==> src/rtl/uart_pkg.sv <==
// Purpose: shared UART constants, RX/TX state encoding and hex segment patterns.
// Latency: n/a (types and constants only).
// Backpressure: n/a.
package uart_pkg;

  localparam int DEFAULT_CLKS_PER_BIT = 217;

  typedef enum logic [2:0] {
    ST_IDLE,
    ST_START,
    ST_DATA,
    ST_STOP,
    ST_CLEANUP
  } uart_state_t;

  // Lit-segment patterns A..G (A = MSB), 1 = segment on.
  localparam logic [6:0] SEG_LUT [16] = '{
    7'b1111110, 7'b0110000, 7'b1101101, 7'b1111001,
    7'b0110011, 7'b1011011, 7'b1011111, 7'b1110000,
    7'b1111111, 7'b1111011, 7'b1110111, 7'b0011111,
    7'b1001110, 7'b0111101, 7'b1001111, 7'b1000111
  };

endpackage

==> src/rtl/hex_to_7seg.sv <==
// Purpose: nibble to active-low 7-segment decoder (A = MSB).
// Latency: combinational.
// Backpressure: none.
module hex_to_7seg
  import uart_pkg::*;
(
  input  logic [3:0] nibble,
  output logic [6:0] seg_n
);

  assign seg_n = ~SEG_LUT[nibble];

endmodule

==> src/rtl/uart_loopback_top.sv <==
// Purpose: 8N1 UART echo with last-byte hex display (display built only with UART_SEG_DISPLAY_EN).
// Latency: echo start bit one cycle after rx_dv (~9.5 bit times after the RX start edge).
// Backpressure: none; one pending byte buffers an echo while TX is busy, newer bytes overwrite it.
module uart_loopback_top
  import uart_pkg::*;
#(
  parameter int CLKS_PER_BIT = DEFAULT_CLKS_PER_BIT
) (
  input  logic i_clk,
  input  logic i_reset,
  input  logic i_uart_rx,
  output logic o_uart_tx,
  output logic o_Segment1_A,
  output logic o_Segment1_B,
  output logic o_Segment1_C,
  output logic o_Segment1_D,
  output logic o_Segment1_E,
  output logic o_Segment1_F,
  output logic o_Segment1_G,
  output logic o_Segment2_A,
  output logic o_Segment2_B,
  output logic o_Segment2_C,
  output logic o_Segment2_D,
  output logic o_Segment2_E,
  output logic o_Segment2_F,
  output logic o_Segment2_G
);

  localparam int CW = $clog2(CLKS_PER_BIT);
  localparam logic [CW-1:0] BIT_LAST  = CW'(CLKS_PER_BIT - 1);
  localparam logic [CW-1:0] HALF_LAST = CW'(CLKS_PER_BIT / 2 - 1);

  logic rx_meta, rx_sync;

  always_ff @(posedge i_clk or negedge i_reset) begin
    if (!i_reset) begin
      rx_meta <= 1'b1;
      rx_sync <= 1'b1;
    end else begin
      rx_meta <= i_uart_rx;
      rx_sync <= rx_meta;
    end
  end

  uart_state_t   rx_state, rx_state_n;
  logic [CW-1:0] rx_cnt, rx_cnt_n;
  logic [2:0]    rx_idx, rx_idx_n;
  logic [7:0]    rx_byte, rx_byte_n;
  logic          rx_dv, rx_dv_n;

  always_ff @(posedge i_clk or negedge i_reset) begin
    if (!i_reset) begin
      rx_state <= ST_IDLE;
      rx_cnt   <= '0;
      rx_idx   <= '0;
      rx_byte  <= '0;
      rx_dv    <= 1'b0;
    end else begin
      rx_state <= rx_state_n;
      rx_cnt   <= rx_cnt_n;
      rx_idx   <= rx_idx_n;
      rx_byte  <= rx_byte_n;
      rx_dv    <= rx_dv_n;
    end
  end

  always_comb begin
    rx_state_n = rx_state;
    rx_cnt_n   = rx_cnt + 1'b1;
    rx_idx_n   = rx_idx;
    rx_byte_n  = rx_byte;
    rx_dv_n    = 1'b0;
    unique case (rx_state)
      ST_IDLE: begin
        rx_cnt_n = '0;
        rx_idx_n = '0;
        if (!rx_sync) rx_state_n = ST_START;
      end
      // Half-bit re-check rejects glitches shorter than half a bit.
      ST_START: if (rx_cnt == HALF_LAST) begin
        rx_cnt_n   = '0;
        rx_state_n = rx_sync ? ST_IDLE : ST_DATA;
      end
      ST_DATA: if (rx_cnt == BIT_LAST) begin
        rx_cnt_n  = '0;
        rx_byte_n = {rx_sync, rx_byte[7:1]};
        rx_idx_n  = rx_idx + 3'd1;
        if (rx_idx == 3'd7) rx_state_n = ST_STOP;
      end
      ST_STOP: if (rx_cnt == BIT_LAST) begin
        rx_cnt_n   = '0;
        rx_dv_n    = rx_sync;
        rx_state_n = ST_CLEANUP;
      end
      ST_CLEANUP: begin
        rx_cnt_n   = '0;
        rx_state_n = ST_IDLE;
      end
      default: rx_state_n = ST_IDLE;
    endcase
  end

  uart_state_t   tx_state, tx_state_n;
  logic [CW-1:0] tx_cnt, tx_cnt_n;
  logic [2:0]    tx_idx, tx_idx_n;
  logic [7:0]    tx_shift, tx_shift_n;
  logic          tx_bit, tx_bit_n;
  logic          pend_vld, pend_vld_n;
  logic [7:0]    pend_byte, pend_byte_n;

  always_ff @(posedge i_clk or negedge i_reset) begin
    if (!i_reset) begin
      tx_state  <= ST_IDLE;
      tx_cnt    <= '0;
      tx_idx    <= '0;
      tx_shift  <= '0;
      tx_bit    <= 1'b1;
      pend_vld  <= 1'b0;
      pend_byte <= '0;
    end else begin
      tx_state  <= tx_state_n;
      tx_cnt    <= tx_cnt_n;
      tx_idx    <= tx_idx_n;
      tx_shift  <= tx_shift_n;
      tx_bit    <= tx_bit_n;
      pend_vld  <= pend_vld_n;
      pend_byte <= pend_byte_n;
    end
  end

  always_comb begin
    tx_state_n  = tx_state;
    tx_cnt_n    = tx_cnt + 1'b1;
    tx_idx_n    = tx_idx;
    tx_shift_n  = tx_shift;
    tx_bit_n    = tx_bit;
    pend_vld_n  = pend_vld;
    pend_byte_n = pend_byte;
    if (rx_dv && tx_state != ST_IDLE) begin
      pend_vld_n  = 1'b1;
      pend_byte_n = rx_byte;
    end
    unique case (tx_state)
      ST_IDLE: begin
        tx_cnt_n = '0;
        tx_idx_n = '0;
        tx_bit_n = 1'b1;
        // Older pending byte goes first; a same-cycle arrival takes its slot.
        if (pend_vld) begin
          tx_shift_n = pend_byte;
          tx_bit_n   = 1'b0;
          tx_state_n = ST_START;
          pend_vld_n = rx_dv;
          if (rx_dv) pend_byte_n = rx_byte;
        end else if (rx_dv) begin
          tx_shift_n = rx_byte;
          tx_bit_n   = 1'b0;
          tx_state_n = ST_START;
        end
      end
      ST_START: if (tx_cnt == BIT_LAST) begin
        tx_cnt_n   = '0;
        tx_bit_n   = tx_shift[0];
        tx_state_n = ST_DATA;
      end
      ST_DATA: if (tx_cnt == BIT_LAST) begin
        tx_cnt_n   = '0;
        tx_shift_n = {1'b0, tx_shift[7:1]};
        tx_bit_n   = tx_shift[1];
        tx_idx_n   = tx_idx + 3'd1;
        if (tx_idx == 3'd7) begin
          tx_bit_n   = 1'b1;
          tx_state_n = ST_STOP;
        end
      end
      ST_STOP: if (tx_cnt == BIT_LAST) begin
        tx_cnt_n   = '0;
        tx_state_n = ST_CLEANUP;
      end
      ST_CLEANUP: begin
        tx_cnt_n   = '0;
        tx_state_n = ST_IDLE;
      end
      default: tx_state_n = ST_IDLE;
    endcase
  end

  assign o_uart_tx = tx_bit;

  logic [6:0] seg_hi, seg_lo;

`ifdef UART_SEG_DISPLAY_EN
  logic [7:0] disp_byte;

  always_ff @(posedge i_clk or negedge i_reset) begin
    if (!i_reset)   disp_byte <= '0;
    else if (rx_dv) disp_byte <= rx_byte;
  end

  hex_to_7seg u_seg_hi (.nibble(disp_byte[7:4]), .seg_n(seg_hi));
  hex_to_7seg u_seg_lo (.nibble(disp_byte[3:0]), .seg_n(seg_lo));
`else
  assign seg_hi = '1;
  assign seg_lo = '1;
`endif

  assign {o_Segment1_A, o_Segment1_B, o_Segment1_C, o_Segment1_D,
          o_Segment1_E, o_Segment1_F, o_Segment1_G} = seg_hi;
  assign {o_Segment2_A, o_Segment2_B, o_Segment2_C, o_Segment2_D,
          o_Segment2_E, o_Segment2_F, o_Segment2_G} = seg_lo;

endmodule

==> config.mk <==
export PLATFORM = sky130hd
export DESIGN_NAME = uart_loopback_top
export DESIGN_NICKNAME = d
export VERILOG_FILES = /design/src/rtl/uart_pkg.sv /design/src/rtl/hex_to_7seg.sv /design/src/rtl/uart_loopback_top.sv
export SDC_FILE = /design/constraint.sdc
export NUM_CORES = 1
export LEC_CHECK = 0
export ABC_AREA = 1
export CAP_MARGIN = 20
export CORE_MARGIN = 8
export CORE_UTILIZATION = 55
export DETAILED_ROUTE_END_ITERATION = 16
export PLACE_DENSITY = 0.75
export SLEW_MARGIN = 10
export SYNTH_ARGS = -nofsm -noshare
export SYNTH_HDL_FRONTEND = slang
export SYNTH_SLANG_ARGS = --single-unit
==> constraint.sdc <==
create_clock -name i_clk -period 2.7 [get_ports i_clk]
set_input_delay 0.81 -clock i_clk [delete_from_list [all_inputs] [get_ports i_clk]]
set_output_delay 0.81 -clock i_clk [all_outputs]
set_load 0.02 [all_outputs]
# [Word level (Yosys, flattened, before mapping)]
# Index checks and enable logic that the tools add are counted.
[classes] add_sub_neg=4 eq_ne=23 muxes=42 reduce_logical=18
[op_table] cell="2-to-1 mux 8 bit" count=10
[op_table] cell="2-to-1 mux 3 bit" count=13
[op_table] cell="one-hot mux 8 bit (2 select lines)" count=2
[op_table] cell="one-hot mux 3 bit (4 select lines)" count=2
[op_table] cell="one-hot mux 8 bit (3 select lines)" count=1
[op_table] cell="inequality test 2 bit, second input constant" count=9
[op_table] cell="adder 8 x 1 -> 8 bit, second input constant" count=2
[op_table] cell="equality test 8 bit, second input constant" count=2
[op_table] cell="equality test 3 x 2 -> 1 bit, second input constant" count=4
[op_table] cell="equality test 3 bit, second input constant" count=4
[op_table] cell="one-hot mux 3 bit (2 select lines)" count=2
[op_table] cell="2-to-1 mux 1 bit" count=10
[op_table] cell="AND reduction 5 bit" count=2
[op_table] cell="equality test 8 x 7 -> 1 bit, second input constant" count=1
[op_table] cell="adder 3 x 1 -> 3 bit, second input constant" count=2
[op_table] cell="equality test 3 x 1 -> 1 bit, second input constant" count=2
[op_table] cell="logical NOT 3 bit" count=2
[op_table] cell="AND reduction 2 bit" count=3
[op_table] cell="AND reduction 3 bit" count=2
[op_table] cell="nonzero test 3 bit" count=2
[op_table] cell="OR reduction 2 bit" count=3
[op_table] cell="nonzero test 2 bit" count=2
[op_table] cell="inequality test 3 bit, second input constant" count=1
[op_table] cell="one-hot mux 1 bit (3 select lines)" count=1
[op_table] cell="3 further kinds" count=3
[totals] ff_bits=57 inputBits=3

# [Logic depth before layout (Yosys ltp)]
# Gate-level depths: netlist of run 1.
[logic_depth] word_depth=6 depth_mapped=10

# [Least setup slack after synthesis of run 1]
# No wires, ideal clock.
[synth_path] path_type="register to register" start="reg tx_cnt[0]" end="reg tx_shift[6]" arrival_ps=1298 path_slack_ps=1285 stages_incl_launch_ff=11 path_buffers=1 synth_period_minus_slack_ps=1415 path_cell_list="dfrtp_1 -> inv_1 -> ha_1 -> nand3_2 -> nor2_4 -> nand2_4 -> nand2_2 -> nand2_4 -> buf_6 -> nand2_1 -> o21ai_2"
[synth_between] elab_chain_len=3
[synth_lines] element="from (decl)" line="uart_loopback_top.sv:104" source="logic [CW-1:0] tx_cnt, tx_cnt_n;"
[synth_lines] element="from (signal assigned)" line="uart_loopback_top.sv:122" source="tx_cnt <= tx_cnt_n;"
[synth_lines] element="equality test 8 bit" line="uart_loopback_top.sv:166" source="ST_DATA: if (tx_cnt == BIT_LAST) begin"
[synth_lines] element="inequality test 2 bit (no line)"
[synth_lines] element="AND reduction 3 bit (no line)"
[synth_lines] element="to (signal assigned)" line="uart_loopback_top.sv:124" source="tx_shift <= tx_shift_n;"
[synth_lines] element="to (decl)" line="uart_loopback_top.sv:106" source="logic [7:0] tx_shift, tx_shift_n;"
# No other way between the ends.
# A chain may end at the register's enable or synchronous reset.

# [Final worst setup path of run 1]
[layout_path] start="reg tx_bit (netlist: o_uart_tx)" end="out o_uart_tx"
[layout_lines] element="from (decl)" line="uart_loopback_top.sv:107" source="logic tx_bit, tx_bit_n;"
[layout_lines] element="from (signal assigned)" line="uart_loopback_top.sv:125" source="tx_bit <= tx_bit_n;"
[layout_lines] element="to (decl)" line="uart_loopback_top.sv:12" source="output logic o_uart_tx,"
# No word-level cell between the ends.

==> results of run 1 <==
==> power by group <==
group	switching, uW	internal, uW	total (uW)
Sequential	0.364	857	857
Combinational	35.3	5.09	40.4
Clock	325	526	851
Total	361	1390	1750
==> cell usage after synthesis, drive strengths merged <==
cell | instances | area (um^2)
inv | 44 | 165
nand2 | 88 | 358
ha | 8 | 100
nor3 | 10 | 66.3
o21bai | 1 | 7.51
nor3b | 1 | 7.51
and3 | 2 | 12.5
nor2 | 27 | 114
nand4 | 2 | 12.5
clkbuf | 3 | 11.3
and2 | 1 | 6.26
buf | 18 | 136
clkinv | 1 | 3.75
dfstp | 3 | 78.8
nor4 | 1 | 6.26
a21oi | 16 | 80.1
dfrtp | 54 | 1350
a31oi | 11 | 68.8
conb | 1 | 3.75
nand3 | 26 | 150
o21ai | 28 | 148
a31o | 7 | 61.3
==> stage by stage <==
| stage | utilization [%] | cell area, um^2 | hold slack (ns) | power, uW | setup slack (ns) |
|---|---|---|---|---|---|
| after floorplan | - | 3000 | 0.345 | 907 | 1.28 |
| after CTS | 62.3 | 3200 | 0.360 | 1770 | 0.414 |
| after detailed placement | 58.0 | 2980 | 0.351 | 914 | 0.783 |
| after global routing | 62.3 | 3200 | 0.363 | 1820 | 0.405 |
| final | 62.3 | 3200 | 0.357 | 1750 | 0.439 |
| after global placement | 58.0 | 2980 | 0.348 | 914 | 0.787 |
==> logic make-up (layout without fill, tap and decap cells) <==
| kind of cell | Yosys count | count (layout) | synth area share, % |
|---|---|---|---|
| fa+ha+maj | 8 | 8 | 3.39 |
| compound gates | 63 | 63 | 12.4 |
| other cells | 1 | 14 | 0.127 |
| buf+inv | 66 | 65 | 10.7 |
| flops | 57 | 57 | 48.5 |
| simple gates | 158 | 158 | 24.9 |
==> area by class of cell <==
class                      instances  area (um^2)
clock buffer                      14          183
clock inverter                     2         35.0
fill                             461         1940
inverter                          45          169
multi-input combinational        243         1250
sequential                        57         1430
tap                               70         87.6
timing repair buffer               4         45.0
==> cell usage in the layout (no fill, tap or decap), types with 3 or more instances in the layout <==
cell type   n
nand2_1    83
dfrtp_1    54
inv_1      40
nor2_1     24
nand3_1    22
o21ai_1    16
a21oi_1    16
conb_1     14
clkbuf_8   13
a31oi_1    11
o21ai_0    10
nor3_1      8
ha_1        8
a31o_2      7
nand3_2     4
inv_2       4
nand2_4     3
dfstp_2     3
==> routing by layer <==
| layer | vias up | global-route usage [%] |
|---|---|---|
| met5 | - | 0 |
| met4 | 0 | 10.9 |
| met3 | 6 | 3.03 |
| met2 | 36 | 23.0 |
| met1 | 1026 | 17.8 |
| li1 | 1135 | - |
==> final timing paths <==
check / end
min in group asynchronous: tx_cnt[6]$_DFF_PN0_
worst min register to register: rx_sync$_DFF_PN1_
worst min-delay path: rx_sync$_DFF_PN1_
worst max-delay path: o_uart_tx
max in group asynchronous: rx_sync$_DFF_PN1_
worst max register to register: rx_idx[2]$_DFFE_PN0P_
==> flow_summary.ini, run 1 <==
[timing]
transition_time_of_the_tightest_slew_check_pin_ns = 0.598
timing.slew.headroom_pct = 60.1
achievable_freq_mhz = 442
period_share_pct = 83.7
timing.clock.skew_ns = 0.00776
final_max_slew_viol_count = 0
timing.final.hold_violations = 0
setup_viol = 0
final.min_clock_period_ns = 2.26
setup_repair_after_global_routing_missed_its_margin = no
totalNegativeSetupSlack_ns = 0

[cts]
clkSinkCount = 57
clkTransAtPathRegs_ns = 0.06
cts.hold.buffers_added = 0
worst_skew_pair.late_latency_ns = 0.34
clk_path_buf_depth = 2
cts_setup_buffers = 0
tritoncts = built
ctsResizeCount = 0
cts_inserted_buffers = 9
cts-root-buf = clkbuf_8
h-tree-depth = 3

[drt]
met3WireLength_um = 237
drc = 0
met2_wirelength_mm = 2.40
detail_route.wl_per_cell_um = 11.8
drtIter0Drc = 143
top_layer_used = met4
drt_pass1_iterations = 4
drt-vias-per-instance = 5.06
drt-met1-wl_mm = 2.42
routed-via-count = 2203
postRouteWirelength_mm = 5.13
residual_antenna_violating_net_count_after_detailed_routing = 0

[worst_setup_path]
start_kind = register
cp.required_ns = 1.89
depth_of_the_most_critical_reg_to_reg_path = 9
timing.critical_path.slowest_cell_delay_ns = 0.59
critical_path_buf_inv_count = 1
critical_path_cell_count = 1
r2r_start = rx_cnt[0]$_DFF_PN0_
worstPathCellList = clkdlybuf4s50_1
worstSetupEndpointType = primary output
cp-startpoint = o_uart_tx$_DFFE_PN1P_
critPathArrivalTime_ns = 1.45
worst_path_max_delay_cell = clkdlybuf4s50_1
critical_path.top_delay_family = buffers and inverters
rrSetupSlack_ns = 0.99
kind_of_critical_path = reg -> out
critical_path.max_fanout = 2

[finish]
nets = 371
drive_above_1_share_pct = 12.9
diodes = 0
area_growth_syn_to_layout_pct = 8.53
instances_no_fill = 435

[die]
fp.dieArea_mm2 = 0.00796
io_pins = 18
core.rowCount = 26
die_y_um = 89.2
core_mm2 = 0.00514
initial_utilization_pct = 57.4
fp.dieW_um = 89.2

[logic_synthesis]
post_synth_num_cell_types = 34
netlist_area_mm2 = 0.00295
syn-mean-instance-area_um2 = 8.35
synth_cells = 353
synth.ff_latch_count = 57
yosys_warning_count = 0
yosysSeqAreaShare_pct = 48.5

[place]
number_of_buffers_inserted_by_port_buffering = 3
hpwl_mm = 3.60
place_inst = 419
place_congestion = 0.816

[grt]
global_route.usage.total_pct = 14.8
grt_remaining_overflow = 0
grt_max_degree = 40
grt_antenna_before_repair = 0
first_global_vias = 2081
grt_pass1_wl_mm = 9.04

[status]
status = complete, no violations

[worst_hold_path]
min-delay-start = rx_meta$_DFF_PN1_
min_path_type = reg -> reg
worst_hold_path.num_cells = 0

[job]
max_cap_violations = 0

[pwr]
vdd_ir_drop_max_mv = 0.288
cellPowerDensity_mw_per_mm2 = 546
power.leakage_uw = 0.00154
(Power assumes the default switching activity.)
==> inputs of run 2 (changes only) <==
--- a/config.mk
+++ b/config.mk
@@ -8,7 +8,7 @@
 export ABC_AREA = 1
 export CAP_MARGIN = 20
 export CORE_MARGIN = 8
-export CORE_UTILIZATION = 55
+export CORE_UTILIZATION = 53
 export DETAILED_ROUTE_END_ITERATION = 16
 export PLACE_DENSITY = 0.75
 export SLEW_MARGIN = 10
==> constraint.sdc (replaced) <==
create_clock -name i_clk -period 1.8 [get_ports i_clk]
set_input_delay 0.54 -clock i_clk [delete_from_list [all_inputs] [get_ports i_clk]]
set_output_delay 0.54 -clock i_clk [all_outputs]
set_load 0.02 [all_outputs]
==> flow_summary.ini, run 2 (synthesis results as in run 1) <==
[status]
status = complete, no violations

[worst_setup_path]
cp-startpoint = o_uart_tx$_DFFE_PN1P_
critPathArrivalTime_ns = 1.19
r2r_start = rx_cnt[0]$_DFF_PN0_
worstSetupEndpointType = primary output
rr_endpoint = rx_cnt[1]$_DFF_PN0_
worst_path_max_delay_cell = dfstp_2
start_kind = register
critical_path_cell_count = 1
timing.critical_path.slowest_cell_delay_ns = 0.53
rrSetupSlack_ns = 0.22
kind_of_critical_path = reg -> out
worstPathCellList = dlygate4sd2_1
critical_path_buf_inv_count = 1
critical_path.top_delay_family = flip-flops
critical_path.endpoint = o_uart_tx
depth_of_the_most_critical_reg_to_reg_path = 8
critical_path.max_fanout = 2
cp.required_ns = 1.26

[timing]
final_max_slew_viol_count = 0
setup_repair_after_global_routing_missed_its_margin = no
timing.final.hold_violations = 0
timing.clock.skew_ns = 0.00604
fin_ws_ns = 0.0731
period_share_pct = 95.9
totalNegativeSetupSlack_ns = 0
transition_time_of_the_tightest_slew_check_pin_ns = 0.563
final.min_clock_period_ns = 1.73
achievable_freq_mhz = 579
timing.slew.headroom_pct = 62.2
setup_viol = 0

[drt]
drt-vias-per-instance = 5.03
postRouteWirelength_mm = 5.25
drt_pass1_iterations = 4
routed-via-count = 2222
residual_antenna_violating_net_count_after_detailed_routing = 0
drc = 0
drtIter0Drc = 129
detail_route.wl_per_cell_um = 11.9

[place]
hpwl_mm = 3.66
place_worst_setup_slack_ns = 0.149
number_of_buffers_inserted_by_port_buffering = 3
place_congestion = 0.835

[cts]
cts_inserted_buffers = 9
cts_setup_buffers = 0
h-tree-depth = 3
clk_path_buf_depth = 2
tritoncts = built
cts-root-buf = clkbuf_8
worst_skew_pair.late_latency_ns = 0.34
clkTransAtPathRegs_ns = 0.07
clkSinkCount = 57

[pwr]
vdd_ir_drop_max_mv = 0.503
combinational_fraction_of_design_power_pct = 2.3
switching_power_uw = 576
cellPowerDensity_mw_per_mm2 = 837
clockPowerShare_pct = 50.4
power.switching_fraction_pct = 21.2
seq_power_share_pct = 47.3
power.leakage_uw = 0.00156
cell_internal_pwr_uw = 2140

[job]
max_cap_violations = 0

[finish]
fillerInstances = 477
diodes = 0
seq_area_mm2 = 0.00143
layout.cells.most_common_list = nand2_1 (83), dfrtp_1 (54), inv_1 (40)
multi_input_area_mm2 = 0.00125
layout_commonest_cell = nand2_1
drive_above_1_share_pct = 14.3
nets = 376
area_growth_syn_to_layout_pct = 10.2

[grt]
first_global_vias = 2184
grt_remaining_overflow = 0
grt_pass1_wl_mm = 9.69
grt_max_degree = 31
grt_antenna_before_repair = 0
global_route.usage.total_pct = 14.3

[die]
die_y_um = 90.6
core.rowCount = 27
initial_utilization_pct = 54.2
fp.dieArea_mm2 = 0.00821
io_pins = 18
fp.dieW_um = 90.6
core_mm2 = 0.00544

[worst_hold_path]
min_path_type = in -> async
run 2: power by group through the flow:
stage / combinational [uW] / clock (uW) / sequential [uW]
3_3_place_gp: 63.3 / 0 / 1310
4_1_cts: 63.6 / 1410 / 1290
2_1_floorplan: 50.5 / 0 / 1310
6_report: 62.3 / 1370 / 1290
5_1_grt: 72.1 / 1470 / 1280
3_5_place_dp: 63.4 / 0 / 1310
run 2: cell type report:
class | instances | area share [%]
sequential | 57 | 44.0
inverter | 45 | 5.20
clock buffer | 11 | 4.66
tap | 72 | 2.77
multi-input combinational | 243 | 38.5
clock inverter | 5 | 2.39
timing repair buffer | 9 | 2.50
run 2: what timing repair did:
action                                  in CTS  in global routing
endpoints found under the setup margin       1                  0
resized for setup                            1                  0
hold buffers                                 0                  0
run 2: worst min path at each step:
stage,slack [ns],cells after the start,to,start
after floorplan,0.24,0,asynchronous set/reset pin,i_reset
final,0.12,1,rx_cnt[2]$_DFF_PN0_,i_reset
after global routing,0.13,1,rx_cnt[2]$_DFF_PN0_,i_reset
after CTS,0.12,1,rx_cnt[2]$_DFF_PN0_,i_reset
after global placement,0.35,0,rx_sync$_DFF_PN1_,rx_meta$_DFF_PN1_
after detailed placement,0.35,0,rx_sync$_DFF_PN1_,rx_meta$_DFF_PN1_
run 2: routing by layer:
layer | GRT usage [%] | part of all wire [%] | vias up
li1 | - | - | 1147
met3 | 5.07 | 5.6 | 9
met4 | 7.07 | 1.8 | 0
met5 | 0 | 0 | -
met2 | 21.7 | 44 | 55
met1 | 17.7 | 49 | 1011
run 2: metrics by stage:
stage	util (%)	area, um^2	total power [uW]	std cells	hold slack, ns
floorplan	-	3000	1360	366	0.244
global placement	55.6	3020	1370	426	0.346
detailed placement	55.6	3020	1370	426	0.351
CTS	59.8	3250	2750	442	0.120
global route	59.8	3250	2820	442	0.127
finish	59.8	3250	2720	442	0.119
==> inputs of run 3 (changes only) <==
--- a/config.mk
+++ b/config.mk
@@ -8,7 +8,7 @@
 export ABC_AREA = 1
 export CAP_MARGIN = 20
 export CORE_MARGIN = 8
-export CORE_UTILIZATION = 53
+export CORE_UTILIZATION = 55
 export DETAILED_ROUTE_END_ITERATION = 16
 export PLACE_DENSITY = 0.75
 export SLEW_MARGIN = 10
==> constraint.sdc (replaced) <==
create_clock -name i_clk -period 1.6 [get_ports i_clk]
set_input_delay 0.48 -clock i_clk [delete_from_list [all_inputs] [get_ports i_clk]]
set_output_delay 0.48 -clock i_clk [all_outputs]
set_load 0.02 [all_outputs]
==> flow_summary.ini, run 3 (synthesis results as in run 1) <==
[status]
status = complete, no violations

[timing]
setup_viol = 0
achievable_freq_mhz = 673
setup_repair_after_global_routing_missed_its_margin = no
final_max_slew_viol_count = 0
totalNegativeSetupSlack_ns = 0
final.min_clock_period_ns = 1.49
period_share_pct = 92.9
timing.final.hold_violations = 0
timing.clock.skew_ns = 0.00758

[drt]
top_layer_used = met4
drt_pass1_iterations = 4
drt-vias-per-instance = 5.06
drt-met1-wl_mm = 2.50
detail_route.wl_per_cell_um = 11.6
routed-via-count = 2240
residual_antenna_violating_net_count_after_detailed_routing = 0
met2_wirelength_mm = 2.38
drtIter0Drc = 180
met3WireLength_um = 216
drc = 0
postRouteWirelength_mm = 5.12

[worst_setup_path]
start_kind = register
critPathArrivalTime_ns = 1.01
worstSetupEndpointType = primary output
critical_path_buf_inv_count = 1
critical_path.max_fanout = 2
cp.required_ns = 1.12
worstPathCellList = buf_2
critical_path.top_delay_family = flip-flops
timing.critical_path.slowest_cell_delay_ns = 0.52
worst_path_max_delay_cell = dfstp_2
kind_of_critical_path = reg -> out

[finish]
nets = 379
layout.cells.most_common_list = nand2_1 (83), dfrtp_1 (54), inv_1 (40)
area_growth_syn_to_layout_pct = 11.5
drive_above_1_share_pct = 15.0
diodes = 0
fillerInstances = 453
fin_area_mm2 = 0.00329
finish.utilization_pct = 63.9
instances_no_fill = 443
layout_commonest_cell = nand2_1

[die]
die_y_um = 89.2
fp.dieW_um = 89.2
core.rowCount = 26
core_mm2 = 0.00514
io_pins = 18
fp.dieArea_mm2 = 0.00796
initial_utilization_pct = 57.4

[grt]
grt_remaining_overflow = 0
global_route.usage.total_pct = 14.9
grt_pass1_wl_mm = 9.24
grt_antenna_before_repair = 0
grt_max_degree = 58
first_global_vias = 2153

[cts]
clkTransAtPathRegs_ns = 0.06
clkSinkCount = 57
worst_skew_pair.late_latency_ns = 0.33
cts.hold.buffers_added = 0
cts-root-buf = clkbuf_8
cts_inserted_buffers = 9
h-tree-depth = 3
tritoncts = built
clk_path_buf_depth = 2

[place]
detailed_place.area_mm2 = 0.00304
number_of_buffers_inserted_by_port_buffering = 3
place_congestion = 0.796
place_inst = 426
hpwl_mm = 3.55

[pwr]
cellPowerDensity_mw_per_mm2 = 958
vdd_ir_drop_max_mv = 0.605
power.leakage_uw = 0.00159

[worst_hold_path]
min_path_type = in -> async

[job]
max_cap_violations = 0
## run 3: cell count changes in the layout (fill, tap and decap cells not counted), sizes merged
cell | before | now
buf | 7 | 11
bufinv | 2 | 3
clkinv | 3 | 2
dlygate4sd2 | 1 | 0
## run 3: final cells by class
class	count	area, um^2	share of cell area (%)
clock buffer	11	141	4.30
clock inverter	5	103	3.12
inverter	45	169	5.14
multi-input combinational	243	1260	38.2
sequential	57	1430	43.5
tap	70	87.6	2.66
timing repair buffer	12	100	3.05
## run 3: path summary, 6_finish.rpt
kind                            slack (ns)  cells after the start             startpoint                  end
worst min register to register        0.36                      0      rx_meta$_DFF_PN1_    rx_sync$_DFF_PN1_
max in group asynchronous             1.16                      2                i_reset    rx_meta$_DFF_PN1_
worst min-delay path                  0.14                      2                i_reset  tx_cnt[7]$_DFF_PN0_
min in group i_clk                    0.36                      0      rx_meta$_DFF_PN1_    rx_sync$_DFF_PN1_
worst max register to register        0.12                      8    rx_cnt[0]$_DFF_PN0_  rx_cnt[3]$_DFF_PN0_
worst max-delay path                  0.11                      1  o_uart_tx$_DFFE_PN1P_            o_uart_tx
## run 3: metrics by stage
stage	power, uW	worst slack [ns]	hold slack [ns]
finish	3150	0.114	0.138
global route	3260	0.00187	0.164
CTS	3190	0.0823	0.149
detailed placement	1540	0.0130	0.347
global placement	1540	0.0173	0.346
floorplan	1530	0.185	0.184
## run 3: power by group
group	internal [uW]	leakage [uW]	switching, uW
clock network	1070	0.000120	558
registers	1450	0.000771	0.616
logic	8.85	0.000695	59.8
## run 3: what timing repair did
action | 4_1_cts | 5_1_grt
gates resized for setup | 4 | 1
setup buffers | 0 | 1
pin swaps | 0 | 1
endpoints found under the setup margin | 1 | 8
## run 3: routing by layer
layer / vias to the layer above / GRT usage [%]
li1: 1157 / -
met1: 1048 / 18.2
met2: 33 / 23.2
met3: 2 / 4.69
met4: 0 / 7.40
met5: - / 0
